[src/rtl/rf_writeback_arbiter_pkg.sv]
// Shared definitions for the register-file writeback arbiter.
//   DATA_W_DEF / ADDR_W_DEF : default data and register-index widths
//   NUM_REGS                : scoreboard depth for the default index width
//   req_id_t                : requester identity, used as the last-grant pointer
package rf_writeback_arbiter_pkg;

    localparam int DATA_W_DEF = 32;
    localparam int ADDR_W_DEF = 5;
    localparam int NUM_REGS   = 2 ** ADDR_W_DEF;

    typedef enum logic {
        REQ_A = 1'b0,
        REQ_B = 1'b1
    } req_id_t;

endpackage

[src/rtl/rf_writeback_arbiter_if.sv]
// Writeback bus between the two requesters, the arbiter and the register file
// write port.
//   a_valid/a_ready/a_reg/a_data : requester A handshake and payload
//   b_valid/b_ready/b_reg/b_data : requester B handshake and payload
//   rf_reg_write/rf_write_reg/rf_write_data : registered register-file write port
// Modports:
//   master : requester / register-file side (drives requests, sees grants and writes)
//   slave  : arbiter side
interface rf_writeback_arbiter_if
    import rf_writeback_arbiter_pkg::*;
#(
    parameter int DATA_W = DATA_W_DEF,
    parameter int ADDR_W = ADDR_W_DEF
);
    logic              a_valid;
    logic              a_ready;
    logic [ADDR_W-1:0] a_reg;
    logic [DATA_W-1:0] a_data;

    logic              b_valid;
    logic              b_ready;
    logic [ADDR_W-1:0] b_reg;
    logic [DATA_W-1:0] b_data;

    logic              rf_reg_write;
    logic [ADDR_W-1:0] rf_write_reg;
    logic [DATA_W-1:0] rf_write_data;

    modport master (
        output a_valid, a_reg, a_data,
        output b_valid, b_reg, b_data,
        input  a_ready, b_ready,
        input  rf_reg_write, rf_write_reg, rf_write_data
    );

    modport slave (
        input  a_valid, a_reg, a_data,
        input  b_valid, b_reg, b_data,
        output a_ready, b_ready,
        output rf_reg_write, rf_write_reg, rf_write_data
    );
endinterface

[src/rtl/rf_writeback_arbiter_scoreboard.sv]
// rf_scoreboard: busy bit per destination register with an outstanding write.
//   clk, reset          : clock, asynchronous active-high reset
//   issue_valid/issue_reg : set busy[issue_reg] on the edge (index 0 ignored)
//   wr_en/wr_reg        : register-file write in this cycle, clears busy[wr_reg]
//   chk_reg1/chk_reg2   : source indices to look up
//   hazard1/hazard2     : combinational busy lookup for each source
//   busy_vec            : full scoreboard contents
module rf_scoreboard
    import rf_writeback_arbiter_pkg::*;
#(
    parameter int ADDR_W = ADDR_W_DEF
) (
    input  logic                 clk,
    input  logic                 reset,
    input  logic                 issue_valid,
    input  logic [ADDR_W-1:0]    issue_reg,
    input  logic                 wr_en,
    input  logic [ADDR_W-1:0]    wr_reg,
    input  logic [ADDR_W-1:0]    chk_reg1,
    input  logic [ADDR_W-1:0]    chk_reg2,
    output logic                 hazard1,
    output logic                 hazard2,
    output logic [2**ADDR_W-1:0] busy_vec
);
    localparam int N = 2 ** ADDR_W;

    logic [N-1:0] busy_q;
    logic [N-1:0] busy_d;

    // Set has priority over clear: an instruction issuing to a register that
    // is being written back this very cycle owns a fresh outstanding write.
    always_comb begin
        busy_d = busy_q;
        for (int i = 1; i < N; i++) begin
            if (wr_en && wr_reg == ADDR_W'(i)) begin
                busy_d[i] = 1'b0;
            end
            if (issue_valid && issue_reg == ADDR_W'(i)) begin
                busy_d[i] = 1'b1;
            end
        end
        busy_d[0] = 1'b0;
    end

    always_ff @(posedge clk or posedge reset) begin
        if (reset) begin
            busy_q <= '0;
        end else begin
            busy_q <= busy_d;
        end
    end

    // Bit 0 is held at zero, so a lookup of register 0 never reports a hazard.
    assign hazard1  = busy_q[chk_reg1];
    assign hazard2  = busy_q[chk_reg2];
    assign busy_vec = busy_q;
endmodule

[src/rtl/rf_writeback_arbiter.sv]
// Round-robin arbiter sharing the register file write port between requester A
// (ALU/immediate) and requester B (load/multi-cycle), with a registered output
// stage and a busy-bit scoreboard for read-after-write hazard detection.
//   clk, reset      : clock, asynchronous active-high reset
//   wb              : requester handshakes and register-file write port (slave side)
//   issue_valid/issue_reg : destination of an issuing instruction, marked busy
//   chk_reg1/chk_reg2     : source indices to check
//   hazard1/hazard2       : corresponding source is busy
//   busy_vec              : scoreboard contents
module rf_writeback_arbiter
    import rf_writeback_arbiter_pkg::*;
#(
    parameter int DATA_W = DATA_W_DEF,
    parameter int ADDR_W = ADDR_W_DEF
) (
    input  logic                  clk,
    input  logic                  reset,
    rf_writeback_arbiter_if.slave wb,
    input  logic                  issue_valid,
    input  logic [ADDR_W-1:0]     issue_reg,
    input  logic [ADDR_W-1:0]     chk_reg1,
    input  logic [ADDR_W-1:0]     chk_reg2,
    output logic                  hazard1,
    output logic                  hazard2,
    output logic [2**ADDR_W-1:0]  busy_vec
);
    req_id_t           last_q;
    req_id_t           last_d;
    logic              xfer;
    logic [ADDR_W-1:0] sel_reg;
    logic [DATA_W-1:0] sel_data;

    logic              rf_we_q;
    logic [ADDR_W-1:0] rf_reg_q;
    logic [DATA_W-1:0] rf_data_q;

    // Grants depend only on the valids and the pointer; on contention the
    // requester that did not win last time gets the port.
    always_comb begin
        wb.a_ready = 1'b0;
        wb.b_ready = 1'b0;
        last_d     = last_q;
        xfer       = 1'b0;
        sel_reg    = wb.a_reg;
        sel_data   = wb.a_data;
        if (wb.a_valid && (!wb.b_valid || last_q == REQ_B)) begin
            wb.a_ready = 1'b1;
            last_d     = REQ_A;
            xfer       = 1'b1;
        end else if (wb.b_valid) begin
            wb.b_ready = 1'b1;
            last_d     = REQ_B;
            xfer       = 1'b1;
            sel_reg    = wb.b_reg;
            sel_data   = wb.b_data;
        end
    end

    always_ff @(posedge clk or posedge reset) begin
        if (reset) begin
            last_q <= REQ_B;
        end else begin
            last_q <= last_d;
        end
    end

    // A transfer to register 0 still loads the stage but never raises the
    // write enable, since register 0 is hard-wired.
    always_ff @(posedge clk or posedge reset) begin
        if (reset) begin
            rf_we_q   <= 1'b0;
            rf_reg_q  <= '0;
            rf_data_q <= '0;
        end else begin
            rf_we_q <= xfer && (sel_reg != '0);
            if (xfer) begin
                rf_reg_q  <= sel_reg;
                rf_data_q <= sel_data;
            end
        end
    end

    assign wb.rf_reg_write  = rf_we_q;
    assign wb.rf_write_reg  = rf_reg_q;
    assign wb.rf_write_data = rf_data_q;

    rf_scoreboard #(
        .ADDR_W (ADDR_W)
    ) u_scoreboard (
        .clk         (clk),
        .reset       (reset),
        .issue_valid (issue_valid),
        .issue_reg   (issue_reg),
        .wr_en       (rf_we_q),
        .wr_reg      (rf_reg_q),
        .chk_reg1    (chk_reg1),
        .chk_reg2    (chk_reg2),
        .hazard1     (hazard1),
        .hazard2     (hazard2),
        .busy_vec    (busy_vec)
    );
endmodule

[src/flat_wrapper.sv]
// flat-port wrapper written by rule: the top's interface ports become plain ports
module rf_writeback_arbiter_flat import rf_writeback_arbiter_pkg::*;
#(
    parameter int DATA_W = DATA_W_DEF,
    parameter int ADDR_W = ADDR_W_DEF
)
  (clk, reset, issue_valid, issue_reg, chk_reg1, chk_reg2, hazard1, hazard2, busy_vec, wb_a_valid, wb_a_reg, wb_a_data, wb_b_valid, wb_b_reg, wb_b_data, wb_a_ready, wb_b_ready, wb_rf_reg_write, wb_rf_write_reg, wb_rf_write_data);
  rf_writeback_arbiter_if #(.DATA_W(DATA_W), .ADDR_W(ADDR_W)) wb_i ();
  input  logic clk;
  input  logic reset;
  input  logic issue_valid;
  input  logic [ADDR_W-1:0] issue_reg;
  input  logic [ADDR_W-1:0] chk_reg1;
  input  logic [ADDR_W-1:0] chk_reg2;
  output logic hazard1;
  output logic hazard2;
  output logic [2**ADDR_W-1:0] busy_vec;
  input wire logic [$bits(wb_i.a_valid)-1:0] wb_a_valid;
  input wire logic [$bits(wb_i.a_reg)-1:0] wb_a_reg;
  input wire logic [$bits(wb_i.a_data)-1:0] wb_a_data;
  input wire logic [$bits(wb_i.b_valid)-1:0] wb_b_valid;
  input wire logic [$bits(wb_i.b_reg)-1:0] wb_b_reg;
  input wire logic [$bits(wb_i.b_data)-1:0] wb_b_data;
  output wire logic [$bits(wb_i.a_ready)-1:0] wb_a_ready;
  output wire logic [$bits(wb_i.b_ready)-1:0] wb_b_ready;
  output wire logic [$bits(wb_i.rf_reg_write)-1:0] wb_rf_reg_write;
  output wire logic [$bits(wb_i.rf_write_reg)-1:0] wb_rf_write_reg;
  output wire logic [$bits(wb_i.rf_write_data)-1:0] wb_rf_write_data;
  assign wb_i.a_valid = wb_a_valid;
  assign wb_i.a_reg = wb_a_reg;
  assign wb_i.a_data = wb_a_data;
  assign wb_i.b_valid = wb_b_valid;
  assign wb_i.b_reg = wb_b_reg;
  assign wb_i.b_data = wb_b_data;
  assign wb_a_ready = wb_i.a_ready;
  assign wb_b_ready = wb_i.b_ready;
  assign wb_rf_reg_write = wb_i.rf_reg_write;
  assign wb_rf_write_reg = wb_i.rf_write_reg;
  assign wb_rf_write_data = wb_i.rf_write_data;
  rf_writeback_arbiter #(.DATA_W(DATA_W), .ADDR_W(ADDR_W)) u_core (.clk(clk), .reset(reset), .wb(wb_i), .issue_valid(issue_valid), .issue_reg(issue_reg), .chk_reg1(chk_reg1), .chk_reg2(chk_reg2), .hazard1(hazard1), .hazard2(hazard2), .busy_vec(busy_vec));
endmodule
[config.mk]
export PLATFORM = sky130hd
export DESIGN_NAME = rf_writeback_arbiter_flat
export DESIGN_NICKNAME = d
export VERILOG_FILES = /design/src/rtl/rf_writeback_arbiter_pkg.sv /design/src/rtl/rf_writeback_arbiter_if.sv /design/src/rtl/rf_writeback_arbiter_scoreboard.sv /design/src/rtl/rf_writeback_arbiter.sv /design/src/flat_wrapper.sv
export SDC_FILE = /design/constraint.sdc
export NUM_CORES = 1
export LEC_CHECK = 0
export ABC_AREA = 1
export BUFFER_PORTS_ARGS = -buffer_cell sky130_fd_sc_hd__buf_2
export CAP_MARGIN = 20
export CORE_MARGIN = 5
export CORE_UTILIZATION = 30
export DETAILED_ROUTE_END_ITERATION = 10
export PLACE_DENSITY_LB_ADDON = 0.12
export REMOVE_ABC_BUFFERS = 1
export SLEW_MARGIN = 10
export SYNTH_ARGS = -nofsm -noshare
export SYNTH_HDL_FRONTEND = slang
export SYNTH_SLANG_ARGS = --single-unit
export TNS_END_PERCENT = 100
[constraint.sdc]
create_clock -name clk -period 4.4 [get_ports clk]
set_input_delay 0.66 -clock clk [delete_from_list [all_inputs] [get_ports clk]]
set_output_delay 0.66 -clock clk [all_outputs]
set_load 0.01 [all_outputs]
==> results.ini <==
[routing]
dr.first_iter.drc_count = 152
viasPerCell = 4.663
via_count = 4229
drc = 0
routedWlPerCell_um = 14.96
routed_wl_mm = 13.57
drt_first_pass_iters = 4
drt.antenna.violating_nets = 0

[clock_tree]
cts_hold_buf = 0
clock_latency_ps = 330
cts_resized = 0
cts_tree = yes
path_clk_slew_ps = 60
h-tree-depth = 3
cts_sinks = 70
clock_path_buffers = 2
post_cts_buffers = 0
cts-root-buf = clkbuf_16
numCtsBuffers = 9

[finish]
layout_commonest_cell = nand2_1
layout-drive-gt1-share_pct = 29.41
antenna_cells = 0
nets = 820
instances_no_fill = 907
largest_reg_flops = 32
final_cell_mix = nand2_1, buf_2, nand3_1
area_growth_pct = 29.43

[logic_synthesis]
yosysUniqueCellTypes = 24
syn_avg_cell_area_um2 = 7.036
synthesis.area_um2 = 3996
ys_async_sr_fraction_pct = 100.0
synth.ff_latch_count = 70
synthTopCellsByArea = dfrtp_1, nand2_1, nand3_1, o21ai_0, inv_1
ys_warn_count = 0
synth_area_leader_cell = dfrtp_1
ys_dominant_reg_cell = dfrtp_1
synthCells = 568
synth_top_area_share_pct = 43.21
synth_seq_area_share_pct = 43.86
synth-edff-count = 0

[global_route]
grt_pass1_vias = 4445
grtUsageTotal_pct = 17.39
grt-ovfl-total = 0
grt_pass1_wl_mm = 22.25
grtUsageMet2_pct = 27.78
grt_max_degree = 51
met3_usage_pct = 5.842
grt_util_met1_pct = 22.15
antenna_found_initial = 0
busiest_layer = met2

[setup_path]
crit_type = in2out
arrival_ps = 1860
start_kind = input port
worst_ep_required_time_ps = 3740
cp_max_fo = 17
endpoint_kind = primary output

[placed_design]
dp_hpwl_mm = 10.68
dp_cells = 889
port_buffers = 166
globalplace.congestion = 0.8439

[die]
start_util_pct = 30.42
die_y_um = 125.4
die-width_um = 125.4
io_pins = 168
core-area_um2 = 13140
num_rows = 42
dieArea_um2 = 15730

[sta]
fin_crit_ps = 2516
tns_ps = 0
report.final.hold_viol_count = 0
finalSetupViolCount = 0
max_freq_mhz = 397.5
rsz0062_at_grt = false
max_slew_margin_pct = 60.82
min_period_over_period_pct = 57.17
report.final.slew_viol_count = 0
worst_slew_pin_slew_ps = 587.1
clock-skew-final_ps = 9.032

[status]
status = finished, final reports clean

[flow_run]
max_cap_violations = 0

[power_and_ir_drop]
power_density_nw_per_um2 = 489.7
p_leak_uw = 0.002793
peakVddDrop_v = 0.0001808

[hold_path]
hp-class = in2async

## routing by layer
layer | vias up | share of wire [%]
met3 | 13 | 8.8
met4 | 0 | 1.5
met2 | 179 | 45
li1 | 2103 | -
met5 | - | 0
met1 | 1934 | 45
## cell usage after synthesis (3+ instances only)
cell	count
clkbuf_1	3
nand2_1	267
nand3_2	10
buf_2	7
nand2_2	12
nand3_1	73
buf_4	5
buf_6	6
nor2_1	25
dfrtp_1	69
o21ai_0	38
inv_1	36
o21ai_1	4
## critical path, cell delays in order
cell	delay (ps)
buf_2	310
inv_4	150
nand2_1	90
nand3_1	70
nand3_1	130
nand2_1	70
nand2_1	60
nand2_1	50
nand2_1	50
nand2_1	70
buf_2	140
## through the flow
| step | worst slack, ps | area [um2] | util, % | power (uW) | hold WS [ps] |
|---|---|---|---|---|---|
| finish | 1884 | 5172 | 39.37 | 2533 | 335.8 |
| global route | 1756 | 5172 | 39.37 | 2731 | 355.4 |
| CTS | 1902 | 5145 | 39.16 | 2571 | 485.4 |
| detailed placement | 1904 | 4876 | 37.11 | 1901 | 469.9 |
| global placement | 1922 | 4876 | 37.11 | 1888 | 466.3 |
| floorplan | 1973 | 3810 | - | 1441 | 477.3 |
## cell families (layout without fill, tap and decap cells)
| kind of cell | Yosys count | in the layout | share of synthesized area, % |
|---|---|---|---|
| flops | 70 | 70 | 43.86 |
| buf+inv | 63 | 226 | 8.703 |
| compound gates | 43 | 43 | 5.510 |
| simple gates | 391 | 391 | 41.83 |
| other cells | 1 | 1 | 0.09384 |
## worst paths after layout
kind / start / to / slack (ps) / cells after the start
worst min register to register: u_core.wb.rf_write_data[3] / u_core.wb.rf_write_data[3] / 480 / 2
min in group clk: u_core.wb.rf_write_data[3] / u_core.wb.rf_write_data[3] / 480 / 2
max in group asynchronous: reset / u_core.wb.rf_write_data[23] / 3200 / 4
worst max-delay path: chk_reg2[0] / hazard2 / 1880 / 11
worst max register to register: u_core.last_q / u_core.wb.rf_write_reg[4] / 2700 / 6
worst min-delay path: reset / u_core.wb.rf_write_data[5] / 340 / 2
## final cells by class
type | count | area, um2
inverters | 40 | 161.4
flip-flops and latches | 70 | 1753
multi-input cells | 435 | 1896
fillers | 1454 | 7965
clock inverters | 4 | 22.52
repair buffers | 170 | 873.3
well taps | 176 | 220.2
clock buffers | 12 | 246.5
## power by group
group          switching [uW]  internal, uW  total [uW]  leakage [uW]
Sequential                225           834        1060      0.000824
Combinational             496           319         815       0.00184
Clock                     265           394         659      0.000132
Total                     985          1550        2530       0.00279
Note: power is estimated with default switching activity, not from simulation.
